`src/rtl/rx.sv`:
```
// rx: 8N1 serial receiver for the mini SPART RS232 path.
// Deserializes frames from RxD using the shared 16x baud enable `en`,
// presents the byte on `data` with a data-available flag `rda`, a framing
// error flag `ferr` and an overrun flag `ovr`.
// Optional feature macro: RX_MAJORITY_EN -- when defined, each bit is the
// 2-of-3 majority of samples taken at tcnt = 7, 8, 9; otherwise a single
// sample is taken at tcnt = 8.
// Counting note: a tick "at tcnt = N" is the en cycle on which tcnt
// advances to N, so with the line edge seen on tick 0 the single-sample
// point falls on the middle tick of each bit.
module rx #(
    parameter int SYNC_STAGES = 2
) (
    input  logic       clk,
    input  logic       rst,
    input  logic       en,
    input  logic       RxD,
    input  logic       clr_rda,
    output logic [7:0] data,
    output logic       rda,
    output logic       ferr,
    output logic       ovr
);

    typedef enum logic [2:0] {
        S_IDLE  = 3'd0,
        S_START = 3'd1,
        S_DATA  = 3'd2,
        S_STOP  = 3'd3,
        S_BREAK = 3'd4
    } state_t;

    // ------------------------------------------------------------------
    // RxD metastability synchronizer, idle-high after reset
    // ------------------------------------------------------------------
    logic [SYNC_STAGES-1:0] sync_q;
    logic                   rxs;

    generate
        for (genvar gi = 0; gi < SYNC_STAGES; gi++) begin : g_sync
            if (gi == 0) begin : g_first
                // First stage captures the raw asynchronous line
                always_ff @(posedge clk or posedge rst) begin
                    if (rst) sync_q[gi] <= 1'b1;
                    else     sync_q[gi] <= RxD;
                end
            end else begin : g_rest
                // Later stages resolve metastability of the previous one
                always_ff @(posedge clk or posedge rst) begin
                    if (rst) sync_q[gi] <= 1'b1;
                    else     sync_q[gi] <= sync_q[gi-1];
                end
            end
        end
    endgenerate

    assign rxs = sync_q[SYNC_STAGES-1];

    // ------------------------------------------------------------------
    // Bit sampling
    // ------------------------------------------------------------------
    logic [3:0] tcnt_q, tcnt_d;
    logic       bit_val;

`ifdef RX_MAJORITY_EN
    // Decision on the tick that takes tcnt to 9; the first two samples are
    // stored and the third is the live synchronized value.
    localparam logic [3:0] DEC_CNT = 4'd8;
    logic [1:0] samp_q, samp_d;

    always_comb begin
        samp_d = samp_q;
        if (en && tcnt_q == 4'd6) samp_d[0] = rxs;
        if (en && tcnt_q == 4'd7) samp_d[1] = rxs;
    end

    // Hold the tcnt = 7 and tcnt = 8 samples for the vote
    always_ff @(posedge clk or posedge rst) begin
        if (rst) samp_q <= 2'b11;
        else     samp_q <= samp_d;
    end

    assign bit_val = (samp_q[0] & samp_q[1]) | (samp_q[0] & rxs) | (samp_q[1] & rxs);
`else
    // Single sample on the tick that takes tcnt to 8
    localparam logic [3:0] DEC_CNT = 4'd7;
    assign bit_val = rxs;
`endif

    // ------------------------------------------------------------------
    // Receive state machine
    // ------------------------------------------------------------------
    state_t     state_q, state_d;
    logic [2:0] bcnt_q, bcnt_d;
    logic [7:0] shreg_q, shreg_d;
    logic [7:0] data_q, data_d;
    logic       rda_q, rda_d;
    logic       ferr_q, ferr_d;
    logic       ovr_q, ovr_d;
    logic       decide;

    assign decide = en && (tcnt_q == DEC_CNT);

    // Next-state and output-register computation
    always_comb begin
        state_d = state_q;
        tcnt_d  = tcnt_q;
        bcnt_d  = bcnt_q;
        shreg_d = shreg_q;
        data_d  = data_q;
        rda_d   = rda_q;
        ferr_d  = ferr_q;
        ovr_d   = ovr_q;

        // Bus acknowledge; a coincident stop decision below overrides it
        if (clr_rda) begin
            rda_d = 1'b0;
            ovr_d = 1'b0;
        end

        if (en) begin
            case (state_q)
                S_IDLE: begin
                    if (!rxs) begin
                        state_d = S_START;
                        tcnt_d  = 4'd0;
                    end
                end
                S_START: begin
                    tcnt_d = tcnt_q + 4'd1;
                    if (decide && bit_val) begin
                        // Line went back high: glitch, not a start bit
                        state_d = S_IDLE;
                        tcnt_d  = 4'd0;
                    end else if (tcnt_q == 4'd15) begin
                        state_d = S_DATA;
                        bcnt_d  = 3'd0;
                    end
                end
                S_DATA: begin
                    tcnt_d = tcnt_q + 4'd1;
                    if (decide) shreg_d = {bit_val, shreg_q[7:1]};
                    if (tcnt_q == 4'd15) begin
                        if (bcnt_q == 3'd7) state_d = S_STOP;
                        else                bcnt_d  = bcnt_q + 3'd1;
                    end
                end
                S_STOP: begin
                    tcnt_d = tcnt_q + 4'd1;
                    if (decide) begin
                        data_d = shreg_q;
                        rda_d  = 1'b1;
                        if (rda_q && !clr_rda) ovr_d = 1'b1;
                        ferr_d  = ~bit_val;
                        state_d = bit_val ? S_IDLE : S_BREAK;
                        tcnt_d  = 4'd0;
                    end
                end
                S_BREAK: begin
                    // Wait out a held-low line before looking for a start bit
                    if (rxs) begin
                        state_d = S_IDLE;
                        tcnt_d  = 4'd0;
                    end
                end
                default: begin
                    state_d = S_IDLE;
                    tcnt_d  = 4'd0;
                end
            endcase
        end
    end

    // State and output registers
    always_ff @(posedge clk or posedge rst) begin
        if (rst) begin
            state_q <= S_IDLE;
            tcnt_q  <= 4'd0;
            bcnt_q  <= 3'd0;
            shreg_q <= 8'h00;
            data_q  <= 8'h00;
            rda_q   <= 1'b0;
            ferr_q  <= 1'b0;
            ovr_q   <= 1'b0;
        end else begin
            state_q <= state_d;
            tcnt_q  <= tcnt_d;
            bcnt_q  <= bcnt_d;
            shreg_q <= shreg_d;
            data_q  <= data_d;
            rda_q   <= rda_d;
            ferr_q  <= ferr_d;
            ovr_q   <= ovr_d;
        end
    end

    assign data = data_q;
    assign rda  = rda_q;
    assign ferr = ferr_q;
    assign ovr  = ovr_q;

endmodule

```
`config.mk`:
```
export PLATFORM = sky130hd
export DESIGN_NAME = rx
export DESIGN_NICKNAME = d
export VERILOG_FILES = /design/src/rtl/rx.sv
export SDC_FILE = /design/constraint.sdc
export NUM_CORES = 1
export LEC_CHECK = 0
export ABC_AREA = 1
export BUFFER_PORTS_ARGS = -buffer_cell sky130_fd_sc_hd__buf_2
export CAP_MARGIN = 20
export CELL_PAD_IN_SITES_DETAIL_PLACEMENT = 0
export CELL_PAD_IN_SITES_GLOBAL_PLACEMENT = 1
export CORE_UTILIZATION = 35
export CTS_BUF_LIST = sky130_fd_sc_hd__clkbuf_8 sky130_fd_sc_hd__clkbuf_16
export DETAILED_ROUTE_END_ITERATION = 8
export PLACE_DENSITY_LB_ADDON = 0.1
export SYNTH_ARGS = -nofsm -noshare
export SYNTH_HDL_FRONTEND = slang
export SYNTH_SLANG_ARGS = --single-unit
export TNS_END_PERCENT = 50
```
`constraint.sdc`:
```
create_clock -name clk -period 1.2 [get_ports clk]
set_input_delay 0 -clock clk [delete_from_list [all_inputs] [get_ports clk]]
set_output_delay 0 -clock clk [all_outputs]
set_load 0.03 [all_outputs]
```
# Yosys cells after proc, flatten, opt, wreduce, memory -nomap -nowiden
# Index checks and enable logic that the tools add are counted.
# Widths: inputs -> output; s select.
op_classes:
  n_addsub: 2
  eq_ne: 16
  n_mux: 28
  bitwise_logic: 1
  n_reduce_logical: 11
ops:
  columns: ["operator", "n"]
  rows:
  - ["$mux 3", 12]
  - ["$pmux 4 s5", 1]
  - ["$mux 4", 4]
  - ["$ne 2x2->1 const B", 8]
  - ["$pmux 3 s5", 1]
  - ["$mux 1", 9]
  - ["$reduce_and 3->1", 3]
  - ["$reduce_and 7->1", 1]
  - ["$eq 3x2->1 const B", 2]
  - ["$eq 3x3->1 const B", 2]
  - ["$pmux 3 s2", 1]
  - ["$reduce_and 6->1", 1]
  - ["$add 4x1->4 const B", 1]
  - ["$eq 4x3->1 const B", 1]
  - ["$eq 4x4->1 const B", 1]
  - ["$add 3x1->3 const B", 1]
  - ["$eq 3x1->1 const B", 1]
  - ["$logic_and 1x1->1", 3]
  - ["$logic_not 3->1", 1]
  - ["$ne 3x3->1 const B", 1]
  - ["$reduce_bool 2->1", 1]
  - ["$logic_not 1->1", 1]
  - ["$not 1->1", 1]
word_totals:
  reg_bits: 31
  output_inout_bits: 11

# Depth between registers and ports, before layout
# Gate-level depths: netlist (run 1).
depth:
  depth_word: 6
  ltp_mapped: 10
  ltp_nobuf: 10

# Least setup slack after synthesis (run 1)
# Ideal clock, no wire load.
synth_path:
  path_kind: "register to register"
  startpoint: "register tcnt_q[0]"
  endpoint: "register data_q[0], in the netlist data[0]"
  setup_time_ns: 0.065
  arrival_ns: 1.271
  required_time_ns: 1.135
  setup_slack_ns: -0.137
  path_stages_with_launch: 10
  path_buffers: 1
  period_less_slack_ns: 1.337
  path_cell_list: "dfrtp_1 > ha_1 > nand2_1 > inv_1 > nand2_1 > inv_2 > nand2_2 > buf_6 > nand2_1 > nand2_1"
synth_via:
  elab_chain_len: 3
synth_lines:
  columns: ["element", "line", "rtl"]
  rows:
  - ["from (decl)", "62", "logic [3:0] tcnt_q, tcnt_d;"]
  - ["from (signal assigned)", "187", "tcnt_q <= tcnt_d;"]
  - ["$eq 4x3->1", "102", "assign decide = en && (tcnt_q == DEC_CNT);"]
  - ["$logic_and 1x1->1", "102", null]
  - ["$reduce_and 3->1 (no line)", null, null]
  - ["to (signal assigned)", "190", "data_q <= data_d;"]
  - ["to (decl)", "96", "logic [7:0] data_q, data_d;"]
# Every way passes these cells.
# A chain may end at the register's enable or synchronous reset.

# Final worst setup path (run 1)
layout_path:
  startpoint: "register bcnt_q[0]"
  endpoint: "register bcnt_q[0]"
layout_via:
  elab_chain_len: 4
  word_cells_on_any_way: 7
  cone_classes: "1 x add/sub; 2 x eq/ne; 3 x mux; 1 x reduce/logical"
layout_lines:
  columns: ["element", "line", "rtl"]
  rows:
  - ["from (decl)", "94", "logic [2:0] bcnt_q, bcnt_d;"]
  - ["from (signal assigned)", "188", "bcnt_q <= bcnt_d;"]
  - ["$add 3x1->3", "145", "else bcnt_d = bcnt_q + 3'd1;"]
  - ["$mux 3", "144", "if (bcnt_q == 3'd7) state_d = S_STOP;"]
  - ["$mux 3", "143", "if (tcnt_q == 4'd15) begin"]
  - ["$pmux 3 s2", "122", "case (state_q)"]
# Several ways; a longest one is shown, not always the timed one. The select of a mux whose other input is x is not followed.

==> impl_metrics.toml, run 1 <==
[final_layout]
final_area_mm2 = 0.001908
stdcell_count = 257
fin_nets = 214
drive_above_1_share_pct = 36.71
area_delta_synth_final_pct = 25.62
antenna_cells = 0

[logic_synthesis]
synth_compound_area_share_pct = 10.13
ys_warn_count = 0
synth_area_mm2 = 0.001519
synth.net_count = 176
synth_top_family_by_area = "simple AND/OR/NAND/NOR gates"
synth-simple-area-share_pct = 27.59
ys_ff_latch = 31
synthAdderAreaFrac_pct = 2.471
synthXorXnorAreaFrac_pct = 1.153
post_synth_num_cell_types = 21
ys_seq_area_share_pct = 51.24
syn_avg_cell_area_um2 = 9.041
synth_cells = 168
synthMuxAreaShare_pct = 0

[floorplanning]
die_w_um = 67.88
dieArea_mm2 = 0.004607
ios = 16
rows = 23
start_util_pct = 37.17
core_mm2 = 0.004086
die_h_um = 67.88

[sta]
final-hold-violation-count = 0
skew_ns = 0.008741
rsz0062_at_grt = "yes"
fin_setup_tns_ns = -3.835
setup_viol = 29
worstMarginPinSlew_ns = 0.3936
fin_crit_sh_pct = 120.0
setup_slack_ns = -0.2402
max_freq_ghz = 0.6943
relSlewSlack_pct = 73.76
min_period_ns = 1.440
slew_viol_final = 0

[grt]
antenna_found_initial = 0
gr-usage-all-layers_pct = 14.63
grt_max_degree = 32
grt_pass1_vias = 1084
grt_pass1_wl_um = 4864
overflow = 0

[hold_path]
hp-start = "en"
hold_class = "in2reg"
holdPathEnd = "ovr$_DFF_PP0_"
hold_depth = 3

[critical_path]
path_max_fanout = 3
worst_r2r_path_depth = 7
critical_path.max_stage_delay_ns = 0.39
worstPathRequired_ns = 1.37
cp_slowest_cell = "dfrtp_1"
reg2reg_from = "bcnt_q[0]$_DFFE_PP0P_"
timing.rr.end = "bcnt_q[0]$_DFFE_PP0P_"
ff2ff_setup_slack_ns = -0.24
critPathKind = "reg2reg"
start_kind = "register"
end_kind = "register"
path_cells = "ha_2 -> ha_2 -> nand3b_1 -> o21ai_2 -> nand4_1 -> nand2_1 -> nand2_1"
critPathLaunch = "bcnt_q[0]$_DFFE_PP0P_"
arrival_ns = 1.61

[drt]
antenna_left = 0
via_count = 1164
wl_per_cell_um = 11.28
via_per_inst = 4.529
drc_errors = 0
drtIter0Drc = 74
drtPass1Iterations = 4
wl_um = 2898

[outcome]
status = "finished, violations left"
violations = "setup timing"

[power_and_ir_drop]
report.power.total_mw = 3.133
p_per_area_mw_per_mm2 = 1642
leakage_nw = 1.017
irDropWorstVdd_uv = 804.1

[clocking]
clkTransAtPathRegs_ns = 0.06
cts_setup_buffers = 0
ctsHtreeMaxLevel = 2
cts_buffer_depth = 2
cts_tree = "yes"
clock_sinks = 31
cts_buffers = 5
clock_latency_ns = 0.28
root_buffer = "clkbuf_8"

[place]
hpwl_um = 2072
placed_cell_area_mm2 = 0.001763
placed_cells = 246
gp_congestion = 0.7972
io_buffers = 15

[run]
cap_viol_max_count = 0
area by class of cell:
type	count	area, um2
Fill cell	415	2178
Sequential cell	31	779.5
Multi-Input combinational cell	113	655.6
Timing Repair Buffer	34	225.2
Inverter	21	78.83
Clock buffer	5	68.82
Tap cell	50	62.56
Clock inverter	3	37.54
registers in the layout (all words and copies together), names as in the netlist:
name     flops
bcnt_q       3
bit_val      1
rda          1
ovr          1
data         8
shreg_q      8
state_q      3
ferr         1
tcnt_q       4
sync_q       1
cells in the mapped netlist:
| master | n | area [um2] |
|---|---|---|
| nor3_1 | 1 | 5.000 |
| nor2_1 | 10 | 37.54 |
| nand3b_1 | 1 | 7.510 |
| nand2_1 | 58 | 217.7 |
| nor2_2 | 2 | 12.51 |
| dfrtp_1 | 29 | 725.7 |
| nand3_1 | 5 | 25.02 |
| ha_1 | 3 | 37.54 |
| nor2_4 | 2 | 22.52 |
| xor2_1 | 2 | 17.52 |
| nand4_1 | 5 | 31.28 |
| o31ai_1 | 1 | 7.510 |
| nand3_2 | 3 | 30.03 |
| nand3_4 | 1 | 17.52 |
| o21ai_2 | 16 | 140.1 |
| o22ai_1 | 1 | 6.260 |
| buf_6 | 3 | 33.78 |
| inv_2 | 1 | 3.750 |
| inv_1 | 20 | 75.07 |
| nand2_2 | 2 | 12.51 |
| dfstp_2 | 2 | 52.55 |
placed cells by master (no fill, tap or decap), drive strengths merged:
cell type / n
buf: 31
bufinv: 1
clkbuf: 5
dfrtp: 29
dfstp: 2
dlygate4sd3: 3
ha: 3
inv: 23
nand2: 60
nand3: 9
nand3b: 1
nand4: 5
nor2: 14
nor3: 1
o21ai: 16
o22ai: 1
o31ai: 1
xor2: 2
critical path: cells and delay by family (launching register included):
family          cells  cell delay (ns)
simple gates        4             0.52
fa+ha+maj           2             0.33
compound gates      1             0.09
flops               1             0.39
power breakdown:
| part | leakage, nW | switching, mW | internal (mW) | total, mW |
|---|---|---|---|---|
| clock | 0.0607 | 0.385 | 0.604 | 0.988 |
| combinational | 0.537 | 0.534 | 0.381 | 0.915 |
| sequential | 0.420 | 0.0882 | 1.14 | 1.23 |
| total | 1.02 | 1.01 | 2.13 | 3.13 |
repair_timing:
action                     4_1_cts  5_1_grt
pin swaps                        5        2
gates resized for setup          1        2
setup endpoints to repair       29       29
hold endpoints to repair        32        0
hold buffers                     3        0
worst max-delay path by stage:
| stage | to | slack [ns] |
|---|---|---|
| after floorplan | bcnt_q[0]$_DFFE_PP0P_ | -0.10 |
| after global placement | bcnt_q[0]$_DFFE_PP0P_ | -0.21 |
| after detailed placement | bcnt_q[0]$_DFFE_PP0P_ | -0.23 |
| after CTS | bcnt_q[0]$_DFFE_PP0P_ | -0.24 |
| after global routing | bcnt_q[1]$_DFFE_PP0P_ | -0.34 |
| final | bcnt_q[0]$_DFFE_PP0P_ | -0.24 |
per-layer routing:
layer	vias to the layer above	GRT usage (%)	share of wire [%]	wire length, um
met5	-	0	0	0
met4	0	6.250	1.5	43
met2	17	22.28	44	1287
met3	6	5.000	3.4	99
li1	606	-	-	-
met1	535	18.79	51	1468
kinds of logic after synthesis:
kind of cell,after synthesis
and+or+nand+nor,90
adders and majority gates,3
AOI/OAI and AO/OA,18
buffers and inverters,24
xor gates and xnor gates,2
DFF,31
through the flow:
stage | setup WS [ns] | hold WS, ns | util (%)
floorplan | -0.1049 | 0.004478 | -
global placement | -0.2050 | 0.1030 | 43.14
detailed placement | -0.2348 | 0.1135 | 43.14
CTS | -0.2376 | 0.05833 | 46.60
global route | -0.3427 | 0.07826 | 46.69
finish | -0.2402 | 0.06002 | 46.69
No activity file was read; power rests on OpenSTA's default activity.
==> run 2, diff against run 1 <==
==> constraint.sdc (replaced) <==
create_clock -name clk -period 1.6 [get_ports clk]
set_input_delay 0 -clock clk [delete_from_list [all_inputs] [get_ports clk]]
set_output_delay 0 -clock clk [all_outputs]
set_load 0.03 [all_outputs]
==> run 2 against run 1 <==
  * The run now ends clean
  * Combinational power decreased by 37%
  * Non-clock buffer count is 11 lower
  * Worst setup slack gained 0.36 ns
  * Critical endpoint is now ovr$_DFF_PP0_
  * Clock skew decreased by 0.0016 ns
  * Clock-buffer cell count increased by 2
  * Critical path depth is 1 higher
  * Largest cell class unchanged
  * Largest power group unchanged
  * Critical path type unchanged
==> impl_metrics.toml, run 2 (synthesized netlist as in run 1, its figures left out) <==
[drt]
via_count = 1117
drtPass1Iterations = 4
drtIter0Drc = 44
antenna_left = 0
wl_per_cell_um = 11.19
via_per_inst = 4.541
wl_um = 2752
drc_errors = 0

[clocking]
clkTransAtPathRegs_ns = 0.07
clock_sinks = 31
cts_buffers = 5
cts_buffer_depth = 2
root_buffer = "clkbuf_8"
clock_latency_ns = 0.28
cts_tree = "yes"
ctsHtreeMaxLevel = 2

[sta]
min_period_ns = 1.476
holdWs_ns = 0.08339
slew_viol_final = 0
worstMarginPinSlew_ns = 0.4109
final-hold-violation-count = 0
fin_setup_tns_ns = 0
max_freq_ghz = 0.6777
skew_ns = 0.007187
setup_viol = 0
fin_crit_sh_pct = 92.23
relSlewSlack_pct = 72.61

[grt]
grt_pass1_vias = 1078
grt_max_degree = 32
grt_pass1_wl_um = 4664
gr-usage-all-layers_pct = 14.00
antenna_found_initial = 0
overflow = 0

[place]
gp_congestion = 0.7605
io_buffers = 15
hpwl_um = 1949

[final_layout]
area_delta_synth_final_pct = 18.62
fin_nets = 203
most-common-layout-cells = "56 x nand2_1, 29 x dfrtp_1, 20 x inv_1"
antenna_cells = 0
fin_util_pct = 44.09
layout_commonest_cell = "nand2_1"
drive_above_1_share_pct = 30.61
fillCellCount = 423

[floorplanning]
rows = 23
die_w_um = 67.88
start_util_pct = 37.17
die_h_um = 67.88
core_mm2 = 0.004086
ios = 16
dieArea_mm2 = 0.004607

[critical_path]
reg2reg_from = "tcnt_q[0]$_DFFE_PP0P_"
ff2ff_setup_slack_ns = 0.12
critPathKind = "reg2reg"
timing.rr.end = "ovr$_DFF_PP0_"
worst_r2r_path_depth = 8
arrival_ns = 1.67
path_max_fanout = 8
worstPathRequired_ns = 1.79
end_kind = "register"
start_kind = "register"

[power_and_ir_drop]
leakage_nw = 0.9446
irDropWorstVdd_uv = 535.8
p_per_area_mw_per_mm2 = 1216
report.power.total_mw = 2.191

[hold_path]
holdPathEnd = "ovr$_DFF_PP0_"
hold_depth = 3
hp-start = "en"
hold_class = "in2reg"

[outcome]
status = "complete, no violations"

[run]
cap_viol_max_count = 0
-- run 2: cell types whose count changed in the layout (fill, tap and decap cells not counted), sizes merged --
cell      change
inv           -2
clkbuf        +2
bufinv        -1
buf          -11
clkinvlp      +1
-- run 2: metal layers --
| layer | global-route usage (%) | part of all wire [%] | vias to the layer above |
|---|---|---|---|
| met5 | 0 | 0 | - |
| met4 | 7.031 | 1.9 | 0 |
| met3 | 4.500 | 3.9 | 7 |
| met2 | 21.04 | 42 | 19 |
| met1 | 18.02 | 52 | 506 |
| li1 | - | - | 585 |
-- run 2: how the worst max path moves through the flow --
stage                                      from  depth (start not counted)                     end
after global placement    tcnt_q[0]$_DFFE_PP0P_                         10  state_q[2]$_DFFE_PP0P_
after floorplan           tcnt_q[0]$_DFFE_PP0P_                          9     data[0]$_DFFE_PP0P_
after CTS                 tcnt_q[0]$_DFFE_PP0P_                         10  state_q[2]$_DFFE_PP0P_
final                     tcnt_q[0]$_DFFE_PP0P_                          8           ovr$_DFF_PP0_
after detailed placement  tcnt_q[0]$_DFFE_PP0P_                         10  state_q[2]$_DFFE_PP0P_
after global routing      tcnt_q[0]$_DFFE_PP0P_                         10  state_q[2]$_DFFE_PP0P_
-- run 2: final cells by class --
cell class | count | area (um2) | area share [%]
clock inverters | 1 | 7.507 | 0.4167
clock buffers | 7 | 96.34 | 5.347
well taps | 50 | 62.56 | 3.472
multi-input cells | 113 | 635.6 | 35.28
inverters | 21 | 78.83 | 4.375
repair buffers | 23 | 142.6 | 7.917
flip-flops and latches | 31 | 778.2 | 43.19
-- run 2: repair_timing --
action,CTS,global route
resized for setup,0,3
hold buffers,3,0
endpoints found under the hold margin,32,0
buffers inserted,0,1
setup endpoints to repair,0,4
-- run 2: power breakdown --
| group | leakage (nW) | switching, mW | internal (mW) |
|---|---|---|---|
| registers | 0.421 | 0.0766 | 0.856 |
| logic | 0.473 | 0.373 | 0.206 |
| clock network | 0.0505 | 0.288 | 0.391 |
| total | 0.945 | 0.738 | 1.45 |
-- run 2: through the flow --
stage | cell area, um2 | worst slack, ns | instances
global route | 1802 | -0.02251 | 246
global placement | 1653 | 0.1196 | 234
CTS | 1787 | 0.1086 | 245
detailed placement | 1653 | 0.1238 | 234
floorplan | 1519 | 0.2633 | 168
finish | 1802 | 0.1243 | 246
-- run 2: critical path: stages, from the launching register on --
cell and delay [ns]:
dfrtp_1 0.41, ha_2 0.21, nand2_1 0.05, inv_1 0.10
nand2_2 0.08, inv_2 0.09, nand2_2 0.08, buf_4 0.18
o31ai_1 0.19
